<file path="src/rtl/datapath_pkg.sv">
// Shared definitions for the SCSI byte-lane packer: FSM encoding, direction codes and lane slicing.
package datapath_pkg;

  typedef enum logic [2:0] {
    S_IDLE   = 3'd0,
    S_PACK   = 3'd1,
    S_PUSH   = 3'd2,
    S_LOAD   = 3'd3,
    S_UNPACK = 3'd4
  } state_e;

  localparam logic DIR_S2F = 1'b0;
  localparam logic DIR_F2S = 1'b1;

  // Widest word / beat the slicing helper handles; callers zero-extend and truncate.
  localparam int unsigned MaxWordW = 64;
  localparam int unsigned MaxScsiW = 16;

  // Returns the lane'th scsi_w-wide slice of a word_w-wide word, lane 0 at the MSBs.
  function automatic logic [MaxScsiW-1:0] lane_sel(input logic [MaxWordW-1:0] word,
                                                   input int unsigned        word_w,
                                                   input int unsigned        scsi_w,
                                                   input int unsigned        lane);
    return MaxScsiW'(word >> (word_w - (lane + 1) * scsi_w));
  endfunction

endpackage

</file>
<file path="src/rtl/datapath_lane_ctr.sv">
// Lane counter for the packer: loadable, wraps LANES-1 -> 0, flags the last lane.
module datapath_lane_ctr #(
  parameter int unsigned LANES = 4,
  parameter int unsigned CntW  = 2
) (
  input  logic            clk_i,
  input  logic            rst_ni,
  input  logic            load_i,
  input  logic [CntW-1:0] load_val_i,
  input  logic            inc_i,
  output logic [CntW-1:0] cnt_o,
  output logic            last_o
);

  logic [CntW-1:0] cnt_q, cnt_d;

  assign last_o = (cnt_q == CntW'(LANES - 1));
  assign cnt_o  = cnt_q;

  // Load has priority over increment; increment wraps after the last lane.
  always_comb begin
    cnt_d = cnt_q;
    if (load_i) begin
      cnt_d = load_val_i;
    end else if (inc_i) begin
      cnt_d = last_o ? '0 : cnt_q + CntW'(1);
    end
  end

  // Counter state.
  always_ff @(posedge clk_i or negedge rst_ni) begin
    if (!rst_ni) begin
      cnt_q <= '0;
    end else begin
      cnt_q <= cnt_d;
    end
  end

endmodule

</file>
<file path="src/rtl/datapath_scsi_packer.sv">
// SCSI <-> FIFO pack/unpack datapath with valid/ready on both sides.
// Optional odd-parity per byte on the SCSI port when SCSI_PARITY_EN is defined.
module datapath_scsi_packer
  import datapath_pkg::*;
#(
  parameter int unsigned SCSI_W = 8,
  parameter int unsigned WORD_W = 32
) (
  input  logic                CLK,
  input  logic                _RST,
  input  logic                DIR,
  input  logic                START,
  input  logic [1:0]          START_BO,
  input  logic                FLUSH,
  input  logic [SCSI_W-1:0]   SCSI_DIN,
  input  logic                SCSI_DIN_VLD,
  output logic                SCSI_DIN_RDY,
  output logic [SCSI_W-1:0]   SCSI_DOUT,
  output logic                SCSI_DOUT_VLD,
  input  logic                SCSI_DOUT_RDY,
  output logic [WORD_W-1:0]   FIFO_ID,
  output logic [WORD_W/8-1:0] FIFO_BE,
  output logic                FIFO_ID_VLD,
  input  logic                FIFO_ID_RDY,
  input  logic [WORD_W-1:0]   FIFO_OD,
  input  logic                FIFO_OD_VLD,
  output logic                FIFO_OD_RDY,
`ifdef SCSI_PARITY_EN
  input  logic [SCSI_W/8-1:0] SCSI_DIN_P,
  output logic [SCSI_W/8-1:0] SCSI_DOUT_P,
`endif
  output logic                BUSY,
  output logic                PERR
);

  localparam int unsigned LANES  = WORD_W / SCSI_W;
  localparam int unsigned CntW   = (LANES > 1) ? $clog2(LANES) : 1;
  localparam int unsigned BeW    = WORD_W / 8;
  localparam int unsigned BeLane = SCSI_W / 8;

  state_e              state_q, state_d;
  logic [WORD_W-1:0]   fifo_id_q, fifo_id_d;
  logic [BeW-1:0]      be_q, be_d;
  logic [WORD_W-1:0]   buf_q, buf_d;
  logic [SCSI_W-1:0]   dout_q, dout_d;
  logic                dout_vld_q, dout_vld_d;
  logic                flush_push_q, flush_push_d;
  logic                perr_q, perr_d;
  logic                din_rdy_q, din_rdy_d;
  logic                od_rdy_q, od_rdy_d;
  logic                id_vld_q, id_vld_d;
  logic                busy_q, busy_d;

  logic [CntW-1:0]     lane_q, lane_nxt, start_lane, ctr_load_val;
  logic                lane_last, ctr_load, ctr_inc;
  logic                din_acc, dout_acc, od_acc, par_bad;
  logic [31:0]         pack_sh, be_sh;
  logic [WORD_W-1:0]   lane_mask, lane_data;
  logic [BeW-1:0]      lane_be;
  logic [SCSI_W-1:0]   sel_load, sel_next;

  datapath_lane_ctr #(
    .LANES (LANES),
    .CntW  (CntW)
  ) u_lane_ctr (
    .clk_i      (CLK),
    .rst_ni     (_RST),
    .load_i     (ctr_load),
    .load_val_i (ctr_load_val),
    .inc_i      (ctr_inc),
    .cnt_o      (lane_q),
    .last_o     (lane_last)
  );

  // With 16-bit beats the byte offset's LSB is dropped.
  assign start_lane = CntW'(START_BO >> (SCSI_W / 16));
  assign lane_nxt   = lane_q + CntW'(1);

  assign din_acc  = SCSI_DIN_VLD & din_rdy_q;
  assign dout_acc = SCSI_DOUT_RDY & dout_vld_q;
  assign od_acc   = FIFO_OD_VLD & od_rdy_q;

  // Big-endian lane placement for packing.
  assign pack_sh   = (LANES - 1 - 32'(lane_q)) * SCSI_W;
  assign be_sh     = (LANES - 1 - 32'(lane_q)) * BeLane;
  assign lane_mask = WORD_W'({SCSI_W{1'b1}}) << pack_sh;
  assign lane_data = WORD_W'(SCSI_DIN) << pack_sh;
  assign lane_be   = BeW'({BeLane{1'b1}}) << be_sh;

  assign sel_load = SCSI_W'(lane_sel(MaxWordW'(FIFO_OD), WORD_W, SCSI_W, 32'(lane_q)));
  assign sel_next = SCSI_W'(lane_sel(MaxWordW'(buf_q), WORD_W, SCSI_W, 32'(lane_nxt)));

`ifdef SCSI_PARITY_EN
  // Odd parity: each byte plus its parity bit must hold an odd number of ones.
  always_comb begin
    par_bad = 1'b0;
    for (int b = 0; b < BeLane; b++) begin
      if (!(^{SCSI_DIN[b*8 +: 8], SCSI_DIN_P[b]})) par_bad = 1'b1;
    end
  end

  // Parity for the registered write beat.
  always_comb begin
    SCSI_DOUT_P = '0;
    for (int b = 0; b < BeLane; b++) begin
      SCSI_DOUT_P[b] = ~(^dout_q[b*8 +: 8]);
    end
  end
`else
  assign par_bad = 1'b0;
`endif

  // FSM next state, datapath updates and next values of the registered handshake outputs.
  always_comb begin
    state_d      = state_q;
    fifo_id_d    = fifo_id_q;
    be_d         = be_q;
    buf_d        = buf_q;
    dout_d       = dout_q;
    dout_vld_d   = dout_vld_q;
    flush_push_d = flush_push_q;
    perr_d       = perr_q;
    ctr_load     = 1'b0;
    ctr_load_val = start_lane;
    ctr_inc      = 1'b0;

    unique case (state_q)
      S_IDLE: begin
        if (START) begin
          ctr_load   = 1'b1;
          perr_d     = 1'b0;
          fifo_id_d  = '0;
          be_d       = '0;
          dout_vld_d = 1'b0;
          state_d    = (DIR == DIR_F2S) ? S_LOAD : S_PACK;
        end
      end
      S_PACK: begin
        if (din_acc) begin
          fifo_id_d = (fifo_id_q & ~lane_mask) | lane_data;
          be_d      = be_q | lane_be;
          ctr_inc   = 1'b1;
          if (par_bad) perr_d = 1'b1;
        end
        if (FLUSH) begin
          // A beat accepted alongside FLUSH still counts toward the partial word.
          if (din_acc || (be_q != '0)) begin
            flush_push_d = 1'b1;
            state_d      = S_PUSH;
          end else begin
            state_d = S_IDLE;
          end
        end else if (din_acc && lane_last) begin
          flush_push_d = 1'b0;
          state_d      = S_PUSH;
        end
      end
      S_PUSH: begin
        if (FIFO_ID_RDY) begin
          fifo_id_d    = '0;
          be_d         = '0;
          ctr_load     = 1'b1;
          ctr_load_val = '0;
          state_d      = flush_push_q ? S_IDLE : S_PACK;
        end
      end
      S_LOAD: begin
        if (FLUSH) begin
          state_d = S_IDLE;
        end else if (od_acc) begin
          buf_d      = FIFO_OD;
          dout_d     = sel_load;
          dout_vld_d = 1'b1;
          state_d    = S_UNPACK;
        end
      end
      S_UNPACK: begin
        if (dout_acc) begin
          ctr_inc = 1'b1;
          if (lane_last) begin
            dout_vld_d = 1'b0;
            state_d    = S_LOAD;
          end else begin
            dout_d = sel_next;
          end
        end
        if (FLUSH) begin
          dout_vld_d = 1'b0;
          state_d    = S_IDLE;
        end
      end
      default: state_d = S_IDLE;
    endcase

    din_rdy_d = (state_d == S_PACK);
    od_rdy_d  = (state_d == S_LOAD);
    id_vld_d  = (state_d == S_PUSH);
    busy_d    = (state_d != S_IDLE);
  end

  // All state and registered outputs.
  always_ff @(posedge CLK or negedge _RST) begin
    if (!_RST) begin
      state_q      <= S_IDLE;
      fifo_id_q    <= '0;
      be_q         <= '0;
      buf_q        <= '0;
      dout_q       <= '0;
      dout_vld_q   <= 1'b0;
      flush_push_q <= 1'b0;
      perr_q       <= 1'b0;
      din_rdy_q    <= 1'b0;
      od_rdy_q     <= 1'b0;
      id_vld_q     <= 1'b0;
      busy_q       <= 1'b0;
    end else begin
      state_q      <= state_d;
      fifo_id_q    <= fifo_id_d;
      be_q         <= be_d;
      buf_q        <= buf_d;
      dout_q       <= dout_d;
      dout_vld_q   <= dout_vld_d;
      flush_push_q <= flush_push_d;
      perr_q       <= perr_d;
      din_rdy_q    <= din_rdy_d;
      od_rdy_q     <= od_rdy_d;
      id_vld_q     <= id_vld_d;
      busy_q       <= busy_d;
    end
  end

  assign SCSI_DIN_RDY  = din_rdy_q;
  assign SCSI_DOUT     = dout_q;
  assign SCSI_DOUT_VLD = dout_vld_q;
  assign FIFO_ID       = fifo_id_q;
  assign FIFO_BE       = be_q;
  assign FIFO_ID_VLD   = id_vld_q;
  assign FIFO_OD_RDY   = od_rdy_q;
  assign BUSY          = busy_q;
  assign PERR          = perr_q;

endmodule

</file>
<file path="config.mk">
export PLATFORM = sky130hd
export DESIGN_NAME = datapath_scsi_packer
export DESIGN_NICKNAME = d
export VERILOG_FILES = /design/src/rtl/datapath_pkg.sv /design/src/rtl/datapath_lane_ctr.sv /design/src/rtl/datapath_scsi_packer.sv
export SDC_FILE = /design/constraint.sdc
export NUM_CORES = 1
export LEC_CHECK = 0
export ABC_AREA = 1
export BUFFER_PORTS_ARGS = -buffer_cell sky130_fd_sc_hd__buf_2
export CORE_UTILIZATION = 40
export CTS_CLUSTER_DIAMETER = 60
export CTS_CLUSTER_SIZE = 16
export DETAILED_ROUTE_END_ITERATION = 16
export GPL_ROUTABILITY_DRIVEN = 0
export GPL_TIMING_DRIVEN = 0
export PLACE_DENSITY = 0.61
export SETUP_SLACK_MARGIN = 0.5
export SLEW_MARGIN = 20
export SYNTH_ARGS = -nofsm -noshare
export SYNTH_HDL_FRONTEND = slang
export SYNTH_SLANG_ARGS = --single-unit
</file>
<file path="constraint.sdc">
create_clock -name CLK -period 1.9 [get_ports CLK]
set_input_delay 0.19 -clock CLK [delete_from_list [all_inputs] [get_ports CLK]]
set_output_delay 0.19 -clock CLK [all_outputs]
set_load 0.02 [all_outputs]
</file>
==> impl_metrics.ini <==
[run_status]
status = complete, no violations

[detailed_routing]
drtAntennaViolNets = 0
drt_wl_total_um = 16000
firstDrtPassIters = 5
drt_first_iter_violations = 269
drcViolationCount = 0
num_vias = 5119
wire_per_inst_um = 15.8
routed_via_density = 5.04

[yosys]
synth_compound_area_share_pct = 14.3
ys_seq_area_share_pct = 43.1
synth_fp_nets = 739
synth-main-ff-cell = dfrtp_1
synth_commonest_cells = 263 x nand2_1, 87 x dfrtp_1, 65 x nor2_1
synth_edf_count = 0
yosysMostFrequentCell = nand2_1
synth_xor_area_share_pct = 0
synthAdderAreaFrac_pct = 0.991
netlist_top_cells_area = dfrtp_1 43%, nand2_1 20%, o21ai_2 8.7%
syn_avg_cell_area_um2 = 7.38
async_flop_share_pct = 100
synth.area.mux_share_pct = 0
netlist_area_um2 = 5050
synthSimpleGateAreaFrac_pct = 32.1
synthCells = 684
synth_largest_area_cell = dfrtp_1
ys_ff_latch = 87
synth_top_area_share_pct = 43.1
ys_types = 25
synth_top_family_by_area = simple AND/OR/NAND/NOR gates
yosysWarningCount = 0

[global_routing]
antenna_found_initial = 0
grt_overflow = 0
grt_pass1_wl_um = 25400
grtUsageTotal_pct = 25.6
grt_pass1_vias = 5102
grt_max_degree = 71

[timing]
setup_viol = 0
hold_ws_ns = 0.0849
rsz0062_at_grt = true
final.period_utilization_pct = 99.4
finalMaxSlewViolations = 0
tns_ns = 0
fin_skew_ns = 0.00747
hold_viol_final = 0
period_needed_ns = 1.89
fmax_ghz = 0.530

[die]
dieArea_um2 = 13100
coreArea_um2 = 12200
die_y_um = 114
rows = 40
die_w_um = 114
initial_utilization_pct = 41.5
boundaryPins = 101

[clock_tree]
cts_buffers = 9
clkTransAtPathRegs_ns = 0.07
cts-root-buf = clkbuf_16
cts_tree = yes
clk_path_buf_depth = 2
cts.sinks = 87
clk_latency_ns = 0.35
cts-htree-levels = 3

[hold_path]
hp-class = in -> reg

[worst_setup_path]
endpoint_kind = flip-flop
cp.arrival_ns = 2.13
start_kind = flip-flop
worstPathMaxFanout = 8
path_class = reg -> reg
worstPathRequired_ns = 2.14

[finish]
syn2layout_area_growth_pct = 43.7
nNetsFinal = 897
drive_above_1_share_pct = 39.8
regArea_um2 = 2180
fill_cells = 1119
multiInputGateArea_um2 = 2830
antenna_cells = 0

[job]
drv_cap = 0

[power_and_ir_drop]
vdd_ir_drop_max_mv = 0.723
power_leakage_nw = 3.95
power_density_nw_per_um2 = 1850
total_power_mw = 13.5

[placement]
numPortBuffers = 99
hpwl_um = 10300
## path summary, 6_finish.rpt
check / cells after the start / startpoint / slack [ns] / end
min reg2reg: 2 / SCSI_DOUT[1]$_DFFE_PN0P_ / 0.47 / SCSI_DOUT[1]$_DFFE_PN0P_
min in group asynchronous: 2 / _RST / 0.24 / FIFO_ID[30]$_DFFE_PN0P_
min: 3 / FIFO_OD[5] / 0.08 / buf_q[5]$_DFFE_PN0P_
max reg2reg: 14 / u_lane_ctr.cnt_o[1]$_DFFE_PN0P_ / 0.01 / SCSI_DOUT[2]$_DFFE_PN0P_
max in group asynchronous: 3 / _RST / 1.02 / state_q[1]$_DFF_PN0_
max: 14 / u_lane_ctr.cnt_o[1]$_DFFE_PN0P_ / 0.01 / SCSI_DOUT[2]$_DFFE_PN0P_
## placed cells by master, fill, tap and decap left out, types with 6 or more instances in the layout
master	n
buf_6	20
clkbuf_16	9
o21ai_0	29
buf_4	30
nand2_1	223
inv_2	7
nand3_2	6
o21ai_1	18
buf_8	12
buf_2	105
nand3_1	45
dfrtp_1	85
nand2_2	23
nand2_4	23
nor2_4	6
inv_1	43
o21ai_2	50
nor2_1	55
## sequential cells by signal, indices dropped and copies added (netlist names)
name,count
FIFO_ID,32
buf_q,32
SCSI_DOUT,8
FIFO_BE,4
state_q,3
u_lane_ctr.cnt_o,2
BUSY,1
FIFO_ID_VLD,1
FIFO_OD_RDY,1
SCSI_DIN_RDY,1
SCSI_DOUT_VLD,1
flush_push_q,1
## kinds of logic after synthesis
logic type	after synthesis
buffers and inverters	92
AO/OA/AOI/OAI	104
adder cells (fa/ha/maj)	4
flip-flops	87
other	1
AND/OR/NAND/NOR	396
## power breakdown
group          switching [mW]  internal (mW)  leakage [nW]
registers               0.620           2.61          1.17
clock network           0.757           1.41         0.179
logic                    4.63           3.43          2.60
## layer usage
metal  track usage (%)  routed length [µm]  vias to the layer above
met5                 0                   0                        -
met4              11.9                 601                        0
met3              3.39                 763                       43
met2              45.6                8040                      170
met1              30.7                6620                     2423
li1                  -                   -                     2483
## stage by stage
stage	instances	instance area (µm²)	util, %	setup WS, ns
floorplan	684	5110	-	0.185
global placement	951	5820	47.9	-0.248
detailed placement	952	5850	48.1	-0.219
CTS	1007	6960	57.2	0.0535
global route	1015	7260	59.7	-0.0550
finish	1015	7260	59.7	0.0116
## layout make-up
type | instances | share of cell area [%]
Clock inverter | 7 | 1.86
Inverter | 57 | 3.46
Multi-Input combinational cell | 506 | 39.0
Clock buffer | 9 | 3.10
Tap cell | 168 | 2.90
Timing Repair Buffer | 146 | 14.5
Sequential cell | 87 | 30.0
Buffer | 35 | 5.15
## timing repair
| item | CTS | global route |
|---|---|---|
| hold buffers | 1 | 0 |
| pin swaps | 21 | 20 |
| resized for setup | 109 | 57 |
| hold endpoints to repair | 17 | 0 |
| buffers inserted | 29 | 8 |
| setup endpoints to repair | 62 | 83 |
| cloned | 9 | 0 |
## critical path, cell delays in order (launching register included)
cell and delay [ns]:
dfrtp_1 0.39, buf_6 0.14, clkinv_8 0.04, buf_8 0.11
ha_4 0.26, buf_12 0.12, inv_12 0.05, nand2_8 0.10
buf_8 0.15, buf_6 0.10, nand2_2 0.05, nand3_2 0.08
nand2_2 0.07, nand2_1 0.06, nand2_1 0.05
Note: power is estimated with default switching activity, not from simulation.
